### config.mk
export PLATFORM = sky130hd
export DESIGN_NAME = input_conditioner_flat
export DESIGN_NICKNAME = d
export VERILOG_FILES = /design/src/rtl/input_conditioner_pkg.sv /design/src/rtl/input_conditioner_if.sv /design/src/rtl/input_conditioner_chan.sv /design/src/rtl/input_conditioner.sv /design/src/flat_wrapper.sv
export SDC_FILE = /design/constraint.sdc
export NUM_CORES = 1
export LEC_CHECK = 0
export ABC_AREA = 1
export BUFFER_PORTS_ARGS = -buffer_cell sky130_fd_sc_hd__clkbuf_2
export CORE_MARGIN = 2
export CORE_UTILIZATION = 60
export DETAILED_ROUTE_END_ITERATION = 8
export PLACE_DENSITY = 0.81
export SLEW_MARGIN = 20
export SYNTH_ARGS = -nofsm -noshare
export SYNTH_HDL_FRONTEND = slang
export SYNTH_SLANG_ARGS = --single-unit
### constraint.sdc
create_clock -name clk -period 2.9 [get_ports clk]
set_input_delay 0.145 -clock clk [delete_from_list [all_inputs] [get_ports clk]]
set_output_delay 0.145 -clock clk [all_outputs]
set_load 0.03 [all_outputs]
### src/rtl/input_conditioner_pkg.sv
// Shared helpers for the input conditioner: counter-width derivation used by
// the prescaler and per-channel debounce counters.
package input_conditioner_pkg;

    // Width of a counter that must hold 0..n-1; never narrower than one bit.
    function automatic int cnt_width(input int n);
        return (n <= 1) ? 1 : $clog2(n);
    endfunction

endpackage

### src/rtl/input_conditioner_if.sv
// Bundle of raw inputs and conditioned outputs between board pins and user logic.
interface input_conditioner_if #(
    parameter int WIDTH = 4
);
    // No handshake: out is a level, rise/fall/long_prs/tick are single-cycle
    // strobes qualified only by the clock, all driven from registers.
    logic [WIDTH-1:0] in;
    logic [WIDTH-1:0] out;
    logic [WIDTH-1:0] rise;
    logic [WIDTH-1:0] fall;
    logic [WIDTH-1:0] long_prs;
    logic             tick;

    modport master (
        output in,
        input  out,
        input  rise,
        input  fall,
        input  long_prs,
        input  tick
    );

    modport slave (
        input  in,
        output out,
        output rise,
        output fall,
        output long_prs,
        output tick
    );
endinterface

### src/rtl/input_conditioner_chan.sv
// One conditioner channel: synchroniser, tick-qualified debounce counter,
// edge strobes and optional long-press hold counter.
module input_conditioner_chan
    import input_conditioner_pkg::*;
#(
    parameter int SYNC_STAGES = 2,
    parameter int N           = 4,
    parameter int LONG_TICKS  = 0,
    parameter bit INV         = 1'b0,
    parameter bit INIT        = 1'b0
) (
    input  logic clk,
    input  logic rst,
    input  logic i_raw,
    input  logic i_tick,
    output logic o_out,
    output logic o_rise,
    output logic o_fall,
    output logic o_long
);
    localparam int            CW      = cnt_width(N);
    localparam logic [CW-1:0] CNT_MAX = CW'(N - 1);

    logic [SYNC_STAGES-1:0] r_sync;
    logic [CW-1:0]          r_cnt;
    logic                   r_out;
    logic                   r_rise;
    logic                   r_fall;
    logic                   w_x;
    logic                   w_s;
    logic                   w_change;

    assign w_x      = i_raw ^ INV;
    assign w_s      = r_sync[SYNC_STAGES-1];
    assign w_change = i_tick && (w_s != r_out) && (r_cnt == CNT_MAX);

    always_ff @(posedge clk or posedge rst) begin
        if (rst) begin
            r_sync <= {SYNC_STAGES{INIT}};
        end else begin
            r_sync <= {r_sync[SYNC_STAGES-2:0], w_x};
        end
    end

    // Any agreeing tick clears the count, so only N disagreeing ticks in a row move out.
    always_ff @(posedge clk or posedge rst) begin
        if (rst) begin
            r_cnt  <= '0;
            r_out  <= INIT;
            r_rise <= 1'b0;
            r_fall <= 1'b0;
        end else begin
            r_rise <= 1'b0;
            r_fall <= 1'b0;
            if (i_tick) begin
                if (w_s == r_out) begin
                    r_cnt <= '0;
                end else if (w_change) begin
                    r_out  <= w_s;
                    r_cnt  <= '0;
                    r_rise <= w_s;
                    r_fall <= ~w_s;
                end else begin
                    r_cnt <= r_cnt + CW'(1);
                end
            end
        end
    end

    assign o_out  = r_out;
    assign o_rise = r_rise;
    assign o_fall = r_fall;

    generate
        if (LONG_TICKS > 0) begin : g_long
            localparam int            HW        = $clog2(LONG_TICKS + 1);
            localparam logic [HW-1:0] HOLD_MAX  = HW'(LONG_TICKS);
            localparam logic [HW-1:0] HOLD_LAST = HW'(LONG_TICKS - 1);

            logic [HW-1:0] r_hold;
            logic          r_long;
            logic          w_out_nxt;

            // Clearing on the next out value lets the fall tick reset hold itself.
            assign w_out_nxt = r_out ^ w_change;

            always_ff @(posedge clk or posedge rst) begin
                if (rst) begin
                    r_hold <= '0;
                    r_long <= 1'b0;
                end else begin
                    r_long <= 1'b0;
                    if (!w_out_nxt) begin
                        r_hold <= '0;
                    end else if (i_tick && r_out && (r_hold != HOLD_MAX)) begin
                        r_hold <= r_hold + HW'(1);
                        r_long <= (r_hold == HOLD_LAST);
                    end
                end
            end

            assign o_long = r_long;
        end else begin : g_no_long
            assign o_long = 1'b0;
        end
    endgenerate
endmodule

### src/rtl/input_conditioner.sv
// Multi-channel input conditioner: shared sample-tick prescaler feeding WIDTH
// independent synchronise/debounce/strobe channels.
module input_conditioner
    import input_conditioner_pkg::*;
#(
    parameter int               WIDTH       = 4,
    parameter int               SYNC_STAGES = 2,
    parameter int               RATE        = 100000,
    parameter int               N           = 4,
    parameter int               LONG_TICKS  = 0,
    parameter logic [WIDTH-1:0] INVERT      = '0,
    parameter logic [WIDTH-1:0] INIT_VAL    = '0
) (
    input  logic                 clk,
    input  logic                 rst,
    input_conditioner_if.slave   bus
);
    localparam int            PW       = cnt_width(RATE);
    localparam logic [PW-1:0] PCNT_MAX = PW'(RATE - 1);

    logic [PW-1:0]    r_pcnt;
    logic             r_tick;
    logic [WIDTH-1:0] w_out;
    logic [WIDTH-1:0] w_rise;
    logic [WIDTH-1:0] w_fall;
    logic [WIDTH-1:0] w_long;

    // tick is registered, so it lands one cycle after the prescaler reaches its top.
    always_ff @(posedge clk or posedge rst) begin
        if (rst) begin
            r_pcnt <= '0;
            r_tick <= 1'b0;
        end else begin
            r_tick <= (r_pcnt == PCNT_MAX);
            r_pcnt <= (r_pcnt == PCNT_MAX) ? '0 : r_pcnt + PW'(1);
        end
    end

    generate
        for (genvar i = 0; i < WIDTH; i++) begin : g_chan
            input_conditioner_chan #(
                .SYNC_STAGES(SYNC_STAGES),
                .N          (N),
                .LONG_TICKS (LONG_TICKS),
                .INV        (INVERT[i]),
                .INIT       (INIT_VAL[i])
            ) u_chan (
                .clk   (clk),
                .rst   (rst),
                .i_raw (bus.in[i]),
                .i_tick(r_tick),
                .o_out (w_out[i]),
                .o_rise(w_rise[i]),
                .o_fall(w_fall[i]),
                .o_long(w_long[i])
            );
        end
    endgenerate

    assign bus.out      = w_out;
    assign bus.rise     = w_rise;
    assign bus.fall     = w_fall;
    assign bus.long_prs = w_long;
    assign bus.tick     = r_tick;
endmodule

### src/flat_wrapper.sv
// flat-port wrapper written by rule: the top's interface ports become plain ports
module input_conditioner_flat import input_conditioner_pkg::*;
#(
    parameter int               WIDTH       = 4,
    parameter int               SYNC_STAGES = 2,
    parameter int               RATE        = 100000,
    parameter int               N           = 4,
    parameter int               LONG_TICKS  = 0,
    parameter logic [WIDTH-1:0] INVERT      = '0,
    parameter logic [WIDTH-1:0] INIT_VAL    = '0
)
  (clk, rst, bus_in, bus_out, bus_rise, bus_fall, bus_long_prs, bus_tick);
  input_conditioner_if #(.WIDTH(WIDTH)) bus_i ();
  input  logic clk;
  input  logic rst;
  input wire logic [$bits(bus_i.in)-1:0] bus_in;
  output wire logic [$bits(bus_i.out)-1:0] bus_out;
  output wire logic [$bits(bus_i.rise)-1:0] bus_rise;
  output wire logic [$bits(bus_i.fall)-1:0] bus_fall;
  output wire logic [$bits(bus_i.long_prs)-1:0] bus_long_prs;
  output wire logic [$bits(bus_i.tick)-1:0] bus_tick;
  assign bus_i.in = bus_in;
  assign bus_out = bus_i.out;
  assign bus_rise = bus_i.rise;
  assign bus_fall = bus_i.fall;
  assign bus_long_prs = bus_i.long_prs;
  assign bus_tick = bus_i.tick;
  input_conditioner #(.WIDTH(WIDTH), .SYNC_STAGES(SYNC_STAGES), .RATE(RATE), .N(N), .LONG_TICKS(LONG_TICKS), .INVERT(INVERT), .INIT_VAL(INIT_VAL)) u_core (.clk(clk), .rst(rst), .bus(bus_i));
endmodule
# Word-level counts from Yosys, hierarchy flattened
# Index checks and enable logic that the tools add are counted.
# totals
register_bits	46
inputBits	6
out_inout_bits	17
wordCells	93
# classes
n_addsub	5
eq_ne	13
n_mux	33
bitwise_logic	8
reduce_logical	12
# op_table
operator	n
1-bit 2-to-1 mux	24
17-bit by 1-bit adder with 17-bit output, second input constant	1
17-bit == test, second input constant	1
17-bit 2-to-1 mux	1
2-bit 2-to-1 mux	8
3-bit AND reduction	4
2-bit by 1-bit adder with 2-bit output, second input constant	4
2-bit == test, second input constant	4
1-bit logical AND	8
1-bit NOT	8
1-bit == test	4
1-bit inequality test	4

# Depth between registers and ports, before layout
# logic_depth
word_depth	6
depth_mapped	8
depth_no_buf	8

# By module
# Synthesis repeated with hierarchy kept, for this count alone.
# hier_totals
hier_cells	260
area_unflattened_um2	2167.1
# by_module_without_submodules
module	n_inst	cells_per_inst	area_each_um2
input_conditioner_chan	4	29	285.3
input_conditioner	1	144	1026.0

# Worst setup path before layout
# No wires, ideal clock.
# synth_path
path_kind	register -> register
from	register u_core.r_pcnt[0]
to	register u_core.r_pcnt[10]
setup_time_ps	127
arrival_time_ps	1115
required_time_ps	2773
path_slack_ps	1659
path_stages_with_launch	9
n_path_buf	0
synth_period_minus_slack_ps	1241
path_cell_list	dfrtp_1 > ha_1 > nand2_1 > inv_1 > nand2_1 > nor2_1 > nand2_1 > nor2_2 > nor2_1
# synth_between
elab_chain_len	2
word_cells_on_any_way	3
# synth_rtl
element	line_no	rtl
from (decl)	input_conditioner.sv:21	logic [PW-1:0] r_pcnt;
from (signal assigned)	input_conditioner.sv:35	r_pcnt <= (r_pcnt == PCNT_MAX) ? '0 : r_pcnt + PW'(1);
17-bit by 1-bit adder with 17-bit output / 17-bit == test (equally long branches)	input_conditioner.sv:35	
17-bit 2-to-1 mux (*)	input_conditioner.sv:35	
# Mark *: on every way between the ends. The rest lies on a longest branch, timed or not.
# A chain may end at the register's enable or synchronous reset.

# Final worst setup path
# layout_path
from	register u_core.r_pcnt[0]
to	register u_core.r_pcnt[5]
# Same word-level chain as after synthesis.

==> impl_metrics.yaml <==
sta:
  rsz0062_at_grt: "no"
  slew_violations: 0
  fin_crit_sh: 0.489
  min_period_ns: 1.42
  hold_violations: 0
  tightest_slew_ns: 0.900
  slew_headroom: 0.399
  setup_tns_ns: 0
  fin_skew_ns: 0.00685
  setup_viol: 0
  max_freq_ghz: 0.706
  layout_setup_ws_ns: 1.48
place:
  place_inst: 332
  pre_cts_ws_ns: 1.48
  place_hpwl_um: 2630
  postPlaceCellArea_mm2: 0.00226
  place_congestion: 0.874
  numPortBuffers: 18
yosys:
  seq_area_frac_synth: 0.518
  syn_area_mm2: 0.00222
  synth.most_common_cell: "nand2_1"
  syn_avg_cell_area_um2: 7.94
  synth_compound_area_frac: 0.0417
  synth-xor-area-share: 0.0118
  yosysWarnings: 0
  synth_top_cell_area_share: 0.518
  ys_async_sr_fraction: 1.00
  synth_top_family_by_area: "simple AND/OR/NAND/NOR gates"
  muxShareOfSynthArea: 0
  synth_edf_count: 0
  synth_area_leader_cell: "dfrtp_1"
  yosys_most_used_dff: "dfrtp_1"
  synthCells: 280
  ys_ff_latch: 46
  synth-simple-area-share: 0.253
  synth_common_cells: "67 x nand2_1, 53 x nor2_1, 51 x inv_1, 46 x dfrtp_1, 16 x buf_4"
  synth.area.top_cells: "dfrtp_1 52%, nand2_1 11%, nor2_1 9.0%, inv_1 8.6%, buf_4 5.4%"
  synthAdderAreaFrac: 0.0282
  ys_types: 22
floorplan:
  num_rows: 22
  design.core.area_mm2: 0.00361
  die_height_um: 64.9
  die_w_um: 64.9
  start_util: 0.616
  io_pins: 23
  die_area_mm2: 0.00421
layout:
  fillers: 313
  layoutNonFillerInstCount: 344
  final_nets: 306
  final-seq-area_mm2: 0.00115
  postLayoutCellArea_mm2: 0.00241
  diodes: 0
  multi_input_area_um2: 759
  drive_gt1_frac: 0.115
  area_growth_pct: 8.45
global_route:
  grt_antenna_before_repair: 0
  grt_pass1_vias: 1543
  grtUsageTotal: 0.199
  grt_pass1_wl_um: 6390
  grt_max_degree: 47
  gr-total-overflow: 0
critical_path:
  cp-end-kind: "register"
  path_max_fanout: 7
  crit_arrival_ns: 1.59
  startpoint_type: "register"
  required_ns: 3.07
  crit_type: "register to register"
outcome:
  status: "complete, no violations"
clock_tree:
  post_cts_resized: 0
  cts_tree: "yes"
  post_cts_buffers: 0
  cts.htree.levels: 2
  clock-sinks: 46
  clock_latency_ns: 0.30
  clk_path_buf_depth: 2
  clock_tree.root_cell: "clkbuf_8"
  clk_pin_slew_ns: 0.08
  cts_hold_buf: 4
  numCtsBuffers: 5
drt:
  postRouteAntennaNets: 0
  drtIter0Drc: 115
  vias: 1624
  dr.pass1.iters: 4
  routed_wl_um: 3550
  drcViolationCount: 0
  drt-vias-per-instance: 4.72
  wl_per_cell_um: 10.3
power_and_ir_drop:
  irDropWorstVdd_uv: 257
  p_total_mw: 1.14
  p_per_area_mw_per_mm2: 475
  p_leak_nw: 1.37
worst_hold_path:
  min_path_type: "input pin to asynchronous set/reset pin"
run:
  cap_viol_max_count: 0
-- registers in the layout, summed over array words and instances, names as in the netlist --
| signal | cells |
|---|---|
| u_core.r_pcnt | 17 |
| u_core.g_chan.u_chan.r_cnt | 8 |
| u_core.g_chan.u_chan.r_sync | 8 |
| u_core.g_chan.u_chan.o_fall | 4 |
| u_core.g_chan.u_chan.o_out | 4 |
| u_core.g_chan.u_chan.o_rise | 4 |
| u_core.bus.tick | 1 |
-- through the flow --
| step | utilization | hold slack (ns) |
|---|---|---|
| global route | 0.668 | 0.110 |
| detailed placement | 0.627 | 0.256 |
| CTS | 0.668 | 0.0530 |
| finish | 0.668 | 0.0221 |
| global placement | 0.627 | 0.254 |
| floorplan | - | 0.176 |
-- where the power goes --
part	internal, mW	switching (mW)	total, mW
clock network	0.257	0.208	0.465
registers	0.646	0.00328	0.650
logic	0.00759	0.0222	0.0298
total	0.911	0.234	1.14
-- cells by family (layout without fill, tap and decap cells) --
family,Yosys count,after routing
adders and majority gates,5,5
AOI/OAI and AO/OA,16,16
buffers and inverters,70,83
other,1,4
xor gates and xnor gates,3,3
and+or+nand+nor,139,139
DFF,46,46
-- area by class of cell --
cell class / instances / area share
sequential: 46 / 0.478
multi-input combinational: 167 / 0.315
inverter: 53 / 0.0826
timing repair buffer: 22 / 0.0540
clock buffer: 6 / 0.0301
tap: 48 / 0.0249
clock inverter: 2 / 0.0156
-- layout by cell type (no fill, tap or decap), types with 5 or more instances in the layout --
cell type,netlist,layout
o21ai_0,8,8
ha_1,5,5
nor2_1,53,53
nand3_1,9,9
nand2_1,67,67
dfrtp_1,46,46
inv_1,51,50
clkbuf_2,0,18
clkbuf_8,0,5
-- metal layers --
| layer | vias to the layer above | wire length (um) | GRT usage |
|---|---|---|---|
| met3 | 5 | 100 | 0.0521 |
| met4 | 0 | 49 | 0.0718 |
| met1 | 752 | 1620 | 0.235 |
| li1 | 847 | - | - |
| met5 | - | 0 | 0 |
| met2 | 20 | 1790 | 0.349 |
-- critical path, cell delays in order, from the launching register on --
cell and delay, ns:
dfrtp_1 0.37, ha_1 0.18, nand2_1 0.10, inv_1 0.08
nand2_1 0.06, nor2_1 0.12, nand2_1 0.07, nor2_2 0.23
nor2_1 0.09
-- final timing paths --
path / startpoint / to / slack [ns] / cells after the start
setup / recovery: u_core.r_pcnt[0] / u_core.r_pcnt[5] / 1.48 / 8
hold / removal: rst / u_core.r_pcnt[7] / 0.02 / 2
setup reg to reg: u_core.r_pcnt[0] / u_core.r_pcnt[5] / 1.48 / 8
hold reg to reg: u_core.g_chan[3].u_chan.r_sync[0] / u_core.g_chan[3].u_chan.r_sync[1] / 0.35 / 0
max in group asynchronous: rst / u_core.g_chan[2].u_chan.r_sync[1] / 2.32 / 2
min in group clk: u_core.g_chan[3].u_chan.r_sync[0] / u_core.g_chan[3].u_chan.r_sync[1] / 0.35 / 0
Power figures use the tool's default switching activity.
